**src/rtl/rng_fetcher.sv**
```systemverilog
// rng_fetcher: request side of the randomGenerator en_rng/done handshake
// with a show-ahead prefetch FIFO so consumers can pop every cycle.
//
// Ports:
//   clock       rising-edge clock
//   rst         asynchronous reset, active-high
//   fetch_en    1 = allow new requests to the generator
//   en_rng      one-cycle request pulse to the generator
//   rng_in      generator data, captured on the rising edge of done
//   done        generator completion flag
//   pop         consumer takes data_out this cycle
//   data_out    FIFO head, 0 when empty
//   valid       FIFO not empty
//   count       number of stored words
//   busy        a request is outstanding
//   timeout_cnt retries taken, saturating at 255
//
// Optional feature: define FETCHER_TIMEOUT_EN to re-issue a request
// after TIMEOUT cycles in WAIT without a done edge.
module rng_fetcher #(
   parameter int WIDTH   = 16,
   parameter int DEPTH   = 4,
   parameter int TIMEOUT = 32
) (
   input  logic                    clock,
   input  logic                    rst,
   input  logic                    fetch_en,
   output logic                    en_rng,
   input  logic [WIDTH-1:0]        rng_in,
   input  logic                    done,
   input  logic                    pop,
   output logic [WIDTH-1:0]        data_out,
   output logic                    valid,
   output logic [$clog2(DEPTH):0]  count,
   output logic                    busy,
   output logic [7:0]              timeout_cnt
);

   localparam int AW = $clog2(DEPTH);
   localparam logic [AW:0] FULL_C = (AW+1)'(DEPTH);

   typedef enum logic [1:0] {
      IDLE,
      REQ,
      WAIT
   } state_t;

   state_t state_q, state_d;

   logic             done_q;
   logic             done_rise;
   logic [WIDTH-1:0] mem_q [DEPTH];
   logic [AW-1:0]    rd_ptr_q, rd_ptr_d;
   logic [AW-1:0]    wr_ptr_q, wr_ptr_d;
   logic [AW:0]      count_q, count_d;
   logic             wr_en;
   logic             pop_ok;

`ifdef FETCHER_TIMEOUT_EN
   localparam int TW = $clog2(TIMEOUT+1);
   logic [TW-1:0] wait_q, wait_d;
   logic [7:0]    tcnt_q, tcnt_d;
`endif

   // Only a fresh edge counts; a level left high from an
   // earlier request must not be captured again.
   assign done_rise = done & ~done_q;

   assign pop_ok   = pop & (count_q != '0);
   assign valid    = (count_q != '0);
   assign count    = count_q;
   assign busy     = (state_q != IDLE);
   assign data_out = valid ? mem_q[rd_ptr_q] : '0;

`ifdef FETCHER_TIMEOUT_EN
   assign timeout_cnt = tcnt_q;
`else
   assign timeout_cnt = 8'd0;
`endif

   always_comb begin
      state_d = state_q;
      en_rng  = 1'b0;
      wr_en   = 1'b0;
`ifdef FETCHER_TIMEOUT_EN
      wait_d  = wait_q;
      tcnt_d  = tcnt_q;
`endif
      unique case (state_q)
         IDLE: begin
            if (fetch_en && (count_q < FULL_C))
               state_d = REQ;
         end
         REQ: begin
            en_rng  = 1'b1;
            state_d = WAIT;
`ifdef FETCHER_TIMEOUT_EN
            wait_d  = '0;
`endif
         end
         WAIT: begin
            // A done edge wins over a simultaneous timeout.
            if (done_rise) begin
               wr_en   = 1'b1;
               state_d = IDLE;
            end
`ifdef FETCHER_TIMEOUT_EN
            else if (wait_q == TW'(TIMEOUT)) begin
               state_d = REQ;
               if (tcnt_q != 8'hFF)
                  tcnt_d = tcnt_q + 8'd1;
            end else begin
               wait_d = wait_q + TW'(1);
            end
`endif
         end
         default: state_d = IDLE;
      endcase
   end

   // Writes only come from WAIT, and a request is only issued
   // below full, so write+pop at full never overflows.
   always_comb begin
      wr_ptr_d = wr_ptr_q;
      rd_ptr_d = rd_ptr_q;
      if (wr_en)
         wr_ptr_d = wr_ptr_q + AW'(1);
      if (pop_ok)
         rd_ptr_d = rd_ptr_q + AW'(1);
      count_d = count_q + (AW+1)'(wr_en) - (AW+1)'(pop_ok);
   end

   always_ff @(posedge clock or posedge rst) begin
      if (rst) begin
         state_q  <= IDLE;
         done_q   <= 1'b0;
         rd_ptr_q <= '0;
         wr_ptr_q <= '0;
         count_q  <= '0;
`ifdef FETCHER_TIMEOUT_EN
         wait_q   <= '0;
         tcnt_q   <= '0;
`endif
      end else begin
         state_q  <= state_d;
         done_q   <= done;
         rd_ptr_q <= rd_ptr_d;
         wr_ptr_q <= wr_ptr_d;
         count_q  <= count_d;
`ifdef FETCHER_TIMEOUT_EN
         wait_q   <= wait_d;
         tcnt_q   <= tcnt_d;
`endif
      end
   end

   always_ff @(posedge clock) begin
      if (wr_en)
         mem_q[wr_ptr_q] <= rng_in;
   end

endmodule

```
**config.mk**
```make
export PLATFORM = sky130hd
export DESIGN_NAME = rng_fetcher
export DESIGN_NICKNAME = d
export VERILOG_FILES = /design/src/rtl/rng_fetcher.sv
export SDC_FILE = /design/constraint.sdc
export NUM_CORES = 1
export LEC_CHECK = 0
export CAP_MARGIN = 20
export CORE_MARGIN = 2
export CORE_UTILIZATION = 52
export DETAILED_ROUTE_END_ITERATION = 8
export PLACE_DENSITY = 0.78
export SLEW_MARGIN = 20
export SYNTH_ARGS = -nofsm -noshare
export SYNTH_HDL_FRONTEND = slang
export SYNTH_SLANG_ARGS = --single-unit
```
**constraint.sdc**
```tcl
create_clock -name clock -period 2.5 [get_ports clock]
set_clock_uncertainty 0.05 [all_clocks]
set_input_delay 0.375 -clock clock [delete_from_list [all_inputs] [get_ports clock]]
set_output_delay 0.375 -clock clock [all_outputs]
set_load 0.01 [all_outputs]
```
==> report_table.html <==
<table>
<tr><th>Metric</th><th>Value</th></tr>
<tr><th colspan="2">Placement</th></tr>
<tr><td>Sum of net half-perimeters after detailed placement</td><td>3130 um</td></tr>
<tr><td>Placed inst area</td><td>0.00355 sq mm</td></tr>
<tr><td>Routability cong.</td><td>0.721</td></tr>
<tr><td># port buffers</td><td>42</td></tr>
<tr><th colspan="2">Status</th></tr>
<tr><td>Result of the run</td><td>complete, no violations</td></tr>
<tr><th colspan="2">Synth</th></tr>
<tr><td>Area share of the leading cell type in the synthesized netlist</td><td>63.0%</td></tr>
<tr><td>Sequential cell area fraction in the yosys report</td><td>71.2%</td></tr>
<tr><td>Mean area per synthesized cell</td><td>19.7 sq um</td></tr>
<tr><td>Cell Area, Synth</td><td>around 0.0031 sq mm</td></tr>
<tr><td>Number of library cell types mapped by synthesis</td><td>26</td></tr>
<tr><td>EDFF count, synth</td><td>64</td></tr>
<tr><td>Fraction of synthesis flops using an asynchronous set or reset pin</td><td>13.5%</td></tr>
<tr><td>Synthesized netlist cell count</td><td>155</td></tr>
<tr><td>Leading area contributor after synthesis</td><td>sky130_fd_sc_hd__edfxtp_1</td></tr>
<tr><td>Most area-consuming cells after synthesis</td><td>sky130_fd_sc_hd__edfxtp_1 (63%), sky130_fd_sc_hd__dfrtp_1 (8.2%), sky130_fd_sc_hd__mux4_1 (6.9%), sky130_fd_sc_hd__mux4_2 (5.9%), sky130_fd_sc_hd__and2_1 (4.1%)</td></tr>
<tr><td>Leading register cell type out of synthesis</td><td>sky130_fd_sc_hd__edfxtp_1</td></tr>
<tr><td>Number of flip-flops and latches in the synthesized netlist</td><td>74</td></tr>
<tr><td>Warning count from the yosys run</td><td>0</td></tr>
<tr><th colspan="2">Critical path</th></tr>
<tr><td>Classification of the worst setup path</td><td>flop to output pin</td></tr>
<tr><td>Critical Path AT</td><td>1.97 ns</td></tr>
<tr><td>Endpoint of the worst register-to-register path</td><td>count[2]</td></tr>
<tr><td>Element type at the critical path start</td><td>flop</td></tr>
<tr><td>Nature of the critical path endpoint</td><td>output pin</td></tr>
<tr><td>Slowest cell on the critical path</td><td>sky130_fd_sc_hd__mux4_1</td></tr>
<tr><td>Cells along the critical path</td><td>buf_12, mux4_1, and2_1, dlygate4sd2_1</td></tr>
<tr><td>Slack of the worst reg-to-reg path</td><td>0.41 ns</td></tr>
<tr><td>Depth of the worst register-to-register path</td><td>7</td></tr>
<tr><td>Crit-path max cell delay</td><td>around 0.56 ns</td></tr>
<tr><td>Data required time at the worst endpoint</td><td>2.08 ns</td></tr>
<tr><td>Largest fanout on the critical path</td><td>16</td></tr>
<tr><td>R2R Path Start</td><td>count[2]</td></tr>
<tr><th colspan="2">Cells and area</th></tr>
<tr><td>Synth-to-Final Area Change</td><td>21.9%</td></tr>
<tr><td>Total area of multi-input combinational cells</td><td>776 sq um</td></tr>
<tr><td>Final design area excluding fillers</td><td>approximately 0.0037 sq mm</td></tr>
<tr><td>Most common cell after layout, fill and taps aside</td><td>sky130_fd_sc_hd__edfxtp_1</td></tr>
<tr><td>Number of fill cells in the layout</td><td>387</td></tr>
<tr><td>Inserted Diodes</td><td>0</td></tr>
<tr><td># nets final</td><td>between 200 and 250</td></tr>
<tr><td>FF+latch area</td><td>between 0.002 and 0.0025 sq mm</td></tr>
<tr><td>Most used cells in the layout excluding fill and tap cells</td><td>sky130_fd_sc_hd__edfxtp_1 (64), sky130_fd_sc_hd__clkdlybuf4s50_1 (26), sky130_fd_sc_hd__and2_1 (20), sky130_fd_sc_hd__dlygate4sd2_1 (16)</td></tr>
<tr><td>Ratio of cells with drive above 1 in the final layout</td><td>15.4%</td></tr>
<tr><td>Final Core Density</td><td>66.7%</td></tr>
<tr><th colspan="2">Clock tree</th></tr>
<tr><td>Insertion delay of the later-clocked pin in the worst-skew pair</td><td>0.34 ns</td></tr>
<tr><td>Count of instances resized after the clock tree is built</td><td>18</td></tr>
<tr><td>Hold buffers post-CTS</td><td>0</td></tr>
<tr><td>Post-CTS setup buffers</td><td>0</td></tr>
<tr><td>Total number of clock tree sinks</td><td>74</td></tr>
<tr><td>Register clock-pin slew on the reported worst setup and hold paths</td><td>roughly 0.070 ns</td></tr>
<tr><td>Clock buffer depth</td><td>2</td></tr>
<tr><td>Root Buffer Master</td><td>sky130_fd_sc_hd__clkbuf_8</td></tr>
<tr><td>H-Tree Depth</td><td>3</td></tr>
<tr><td>Clock tree from TritonCTS</td><td>done</td></tr>
<tr><td>CTS buffer count</td><td>9</td></tr>
<tr><th colspan="2">Power</th></tr>
<tr><td>Leakage power</td><td>1.37 nW</td></tr>
<tr><td>VDD IR max</td><td>0.596 mV</td></tr>
<tr><td>Final Power</td><td>3.69 mW</td></tr>
<tr><td>PwrDens</td><td>992 mW/mm^2</td></tr>
<tr><th colspan="2">Floorplan</th></tr>
<tr><td>Initial Util</td><td>54.7%</td></tr>
<tr><td>Core Area</td><td>between 0.005 and 0.006 sq mm</td></tr>
<tr><td>Die area</td><td>0.00650 sq mm</td></tr>
<tr><td>Top-level port count</td><td>51</td></tr>
<tr><td>Height of the die</td><td>roughly 81 um</td></tr>
<tr><td>Standard-cell rows</td><td>27</td></tr>
<tr><td>Die X-Extent</td><td>80.6 um</td></tr>
<tr><th colspan="2">Run</th></tr>
<tr><td>Max_cap viols</td><td>0</td></tr>
<tr><th colspan="2">STA</th></tr>
<tr><td>Count of final hold-check violations</td><td>0</td></tr>
<tr><td>F_max</td><td>417 MHz</td></tr>
<tr><td>Total negative slack</td><td>0 ns</td></tr>
<tr><td>Final setup violation count</td><td>0</td></tr>
<tr><td>Final-report max-slew violation count</td><td>0</td></tr>
<tr><td>RSZ-0062 raised after global routing</td><td>false</td></tr>
<tr><td>Fin crit share</td><td>95.9%</td></tr>
<tr><td>Tmin final</td><td>around 2.4 ns</td></tr>
<tr><th colspan="2">GRT</th></tr>
<tr><td>Via count of the first global-routing pass</td><td>1539</td></tr>
<tr><td>Global-route met3 utilization</td><td>5.06%</td></tr>
<tr><td>Grt met2 use</td><td>about 30%</td></tr>
<tr><td>Tot GR Track Use</td><td>approximately 17%</td></tr>
<tr><td>Remaining global-route overflow</td><td>0</td></tr>
<tr><td>Global-route wire length before repair</td><td>between 7000 and 8000 um</td></tr>
<tr><td>Global-route track usage on met1</td><td>19.1%</td></tr>
<tr><td>GRT busiest layer</td><td>met2</td></tr>
<tr><td>Number of antenna violations at the first check in global routing</td><td>0</td></tr>
<tr><td>Largest net degree at the start of global routing</td><td>18</td></tr>
<tr><th colspan="2">Routing</th></tr>
<tr><td>WL per Instance</td><td>17.2 um</td></tr>
<tr><td>DRC Markers</td><td>0</td></tr>
<tr><td>Antenna viol nets, final</td><td>0</td></tr>
<tr><td>DR vias</td><td>1531</td></tr>
<tr><td>1st-pass router iterations</td><td>4</td></tr>
<tr><td>Final Routed Wirelength</td><td>4910 um</td></tr>
<tr><td>Number of design-rule violations left by the first detailed-router iteration</td><td>92</td></tr>
<tr><td>Via density</td><td>5.35</td></tr>
<tr><th colspan="2">Worst hold path</th></tr>
<tr><td>Path category of the worst min-delay check</td><td>primary input to asynchronous set/reset pin</td></tr>
</table>
==> how the worst max path moves through the flow <==
| stage | end | slack [ns] | startpoint | cells past startpoint |
|---|---|---|---|---|
| detailed placement | count[2] | 0.16 | done | 8 |
| global placement | count[2] | 0.22 | done | 8 |
| CTS | data_out[1] | 0.08 | rd_ptr_q[0] | 4 |
| finish | data_out[1] | 0.10 | rd_ptr_q[0] | 4 |
| floorplan | count[2] | 0.51 | count[2] | 7 |
| global route | data_out[1] | 0.03 | rd_ptr_q[0] | 4 |
==> synthesized netlist by cell type (all sizes together), types with 2 or more instances <==
| cell type | count |
|---|---|
| edfxtp | 64 |
| ha | 6 |
| mux4 | 16 |
| xnor2 | 4 |
| and2 | 20 |
| inv | 8 |
| dfrtp | 10 |
| buf | 12 |
| nor2b | 2 |
==> critical path: cells and delay by family (launching register included) <==
| kind | cells | cell delay, ns |
|---|---|---|
| buf+inv | 2 | 0.47 |
| simple gates | 1 | 0.18 |
| mux | 1 | 0.56 |
| flops | 1 | 0.42 |
==> cell families (layout without fill, tap and decap cells) <==
kind of cell    after synthesis  count (layout)  synth area share [%]
fa+ha+maj                     7               7                  3.12
buf+inv                      21              73                  4.43
simple gates                 27              27                  5.78
flops                        74              74                  71.2
mux                          17              17                  13.2
xor+xnor                      5               5                  1.43
compound gates                3               3                 0.779
other cells                   1               8                 0.123
==> power by group <==
group	switching (mW)	total (mW)	internal, mW
registers	0.101	1.57	1.47
clock network	0.405	0.853	0.448
logic	0.547	1.27	0.722
==> area by class of cell <==
class	count	area share (%)
clock buffer	9	3.33
clock inverter	7	1.62
inverter	8	0.808
multi-input combinational	67	20.9
sequential	74	58.4
tap	72	2.42
timing repair buffer	49	12.5
==> registers in the layout, summed over array words and instances, names as in the netlist <==
| signal | flops |
|---|---|
| mem_q | 64 |
| rd_ptr_q | 2 |
| done_q | 1 |
| state_q | 2 |
| count | 3 |
| wr_ptr_q | 2 |
==> routing by layer <==
layer / part of all wire (%) / vias up / routed length, um
met5: 0 / - / 0
met4: 2.1 / 0 / 101
met3: 5.7 / 10 / 282
met2: 53 / 49 / 2620
met1: 39 / 787 / 1910
li1: - / 685 / -
==> per-stage QoR <==
step | hold slack [ns] | std cells | setup WS (ns)
2_1_floorplan | 0.165 | 162 | 0.507
3_3_place_gp | 0.415 | 270 | 0.218
3_5_place_dp | 0.430 | 270 | 0.158
4_1_cts | 0.278 | 286 | 0.0814
5_1_grt | 0.305 | 286 | 0.0338
6_report | 0.275 | 286 | 0.103
Power figures use the tool's default switching activity.
==> RTL edit (same flow settings) <==
Add a define of `FETCHER_TIMEOUT_EN`.
--- a/src/rtl/rng_fetcher.sv
+++ b/src/rtl/rng_fetcher.sv
@@ -17,6 +17,8 @@
 //
 // Optional feature: define FETCHER_TIMEOUT_EN to re-issue a request
 // after TIMEOUT cycles in WAIT without a done edge.
+`define FETCHER_TIMEOUT_EN
+
 module rng_fetcher #(
    parameter int WIDTH   = 16,
    parameter int DEPTH   = 4,
Behaviour: no difference found for any inputs over 10 cycles, from zero or initial values and one cycle with rst high; that may be too few to reach the edited logic, so the function may still have changed.
==> RTL edit against the unedited design <==
  * Sequential power rose by 17%
  * Final area is 27% higher
  * Worst setup slack worse by 24 ps
  * Sequential cell count up 14
  * Power up 24%
  * First-iteration DRC count increased by 32%
  * Routed wire length rose by 31%
  * Synthesized area is 22% higher
  * Utilization up 2.2 points
  * Critical path type unchanged
  * Critical endpoint is now data_out[2]
==> RTL edit: results (changes against the unedited design) <==
run_status:
  status: "finished clean"
placed_design:
  dp_cells: 373  # +38%
  postPlaceCellArea_sq_um: 4430  # +25%
  place_ws_ps: 22.6  # -135 ps
  dp_hpwl_um: 4330  # +39%
  gp_congestion: 0.788  # +9.4%
  numPortBuffers: 50  # +19%
cells_and_area:
  layout-drive-gt1-share_pct: 21.2  # +5.8 points
  n_all_buffers: 72  # +47%
  buf_share_pct: 15.0  # +2.5 points
  multi_input_comb_cells: 116  # +73%
  nets: 328  # +38%
  multiInputGateArea_sq_um: 1120  # +44%
  num_antenna_cells: 0  # unchanged
  fillers: 482  # +25%
  seqCellArea_sq_um: 2520  # +16%
  multi_input_area_share_pct: 23.6  # +2.7 points
  clk_share_pct: 4.76  # -0.19 points
  seq_cells: 88  # +19%
setup_path:
  r2r_start: "count[1]"
  endpoint: "data_out[2]"
  max_stage_delay_ps: 480  # -80 ps
  cp_slowest_cell: "mux4_2"
  worstPathMaxFanout: 11  # -5
  crit_arrival_ps: 2000  # +30 ps
  ff2ff_setup_slack_ps: 190  # -220 ps
  path_delay_family: "buffers and inverters"
  reg2regPathDepth: 8  # +1
drt:
  drt_iter0_markers: 121  # +32%
  vias_per_cell: 5.28  # -1.4%
  vias: 2101  # +37%
clock_tree:
  cts_inserted_buffers: 9  # unchanged
  clk_pin_slew_ps: 90  # +20 ps
  clock_latency_ps: 350
synth:
  synth_xor_area_share_pct: 2.59  # +1.2 points
  muxShareOfSynthArea_pct: 11.1  # -2.1 points
  ys_seq_area_share_pct: 67.8  # -3.3 points
  syn_avg_cell_area_sq_um: 16.8  # -15%
  synth.distinct_cells: 35  # +35%
  ys_top_cells_by_count: "edfxtp_1, dfrtp_1, and2_1"
  synth-compound-area-share_pct: 0.774  # -0.0051 points
  synth_area_leaders: "edfxtp_1, dfrtp_1, mux4_2"
  synth_fa_ha_area_share_pct: 3.57  # +0.45 points
grt:
  grt_pass1_wl_um: 10200  # +33%
  grt_use_total_pct: 17.9  # +0.77 points
  grt_max_degree: 25  # +7
pwr:
  peakVddDrop_v: 0.000449  # -25%
  seqPwrFrac_pct: 40.0  # -2.5 points
  leakage_uw: 0.00188  # +37%
  pwr-share-clk_pct: 23.7  # +0.6 points
sta:
  fmax_mhz: 413  # -1.0%
die:
  n_tap_cell: 96  # +33%
-- RTL edit: per-stage QoR --
step | power (uW) | hold slack (ps) | setup TNS (ps)
after CTS | 4560 | 311 | -44.5
after global routing | 4860 | 355 | 0
final | 4590 | 313 | 0
after global placement | 3490 | 448 | 0
after floorplan | 2790 | 340 | 0
after detailed placement | 3540 | 461 | 0
-- RTL edit: per-layer routing --
| metal | share of wire, % | up-vias | wire length, um | global-route usage (%) |
|---|---|---|---|---|
| met5 | 0 | - | 0 | 0 |
| met4 | 1.7 | 0 | 109 | 7.85 |
| met3 | 4.2 | 10 | 273 | 3.92 |
| met2 | 51 | 55 | 3270 | 30.7 |
| met1 | 43 | 1058 | 2780 | 22.0 |
| li1 | - | 978 | - | - |
-- RTL edit: what timing repair did --
item,CTS,global route
setup endpoints to repair,16,6
buffers inserted,1,8
resized for setup,11,7
pin swaps,0,0
hold endpoints to repair,0,0
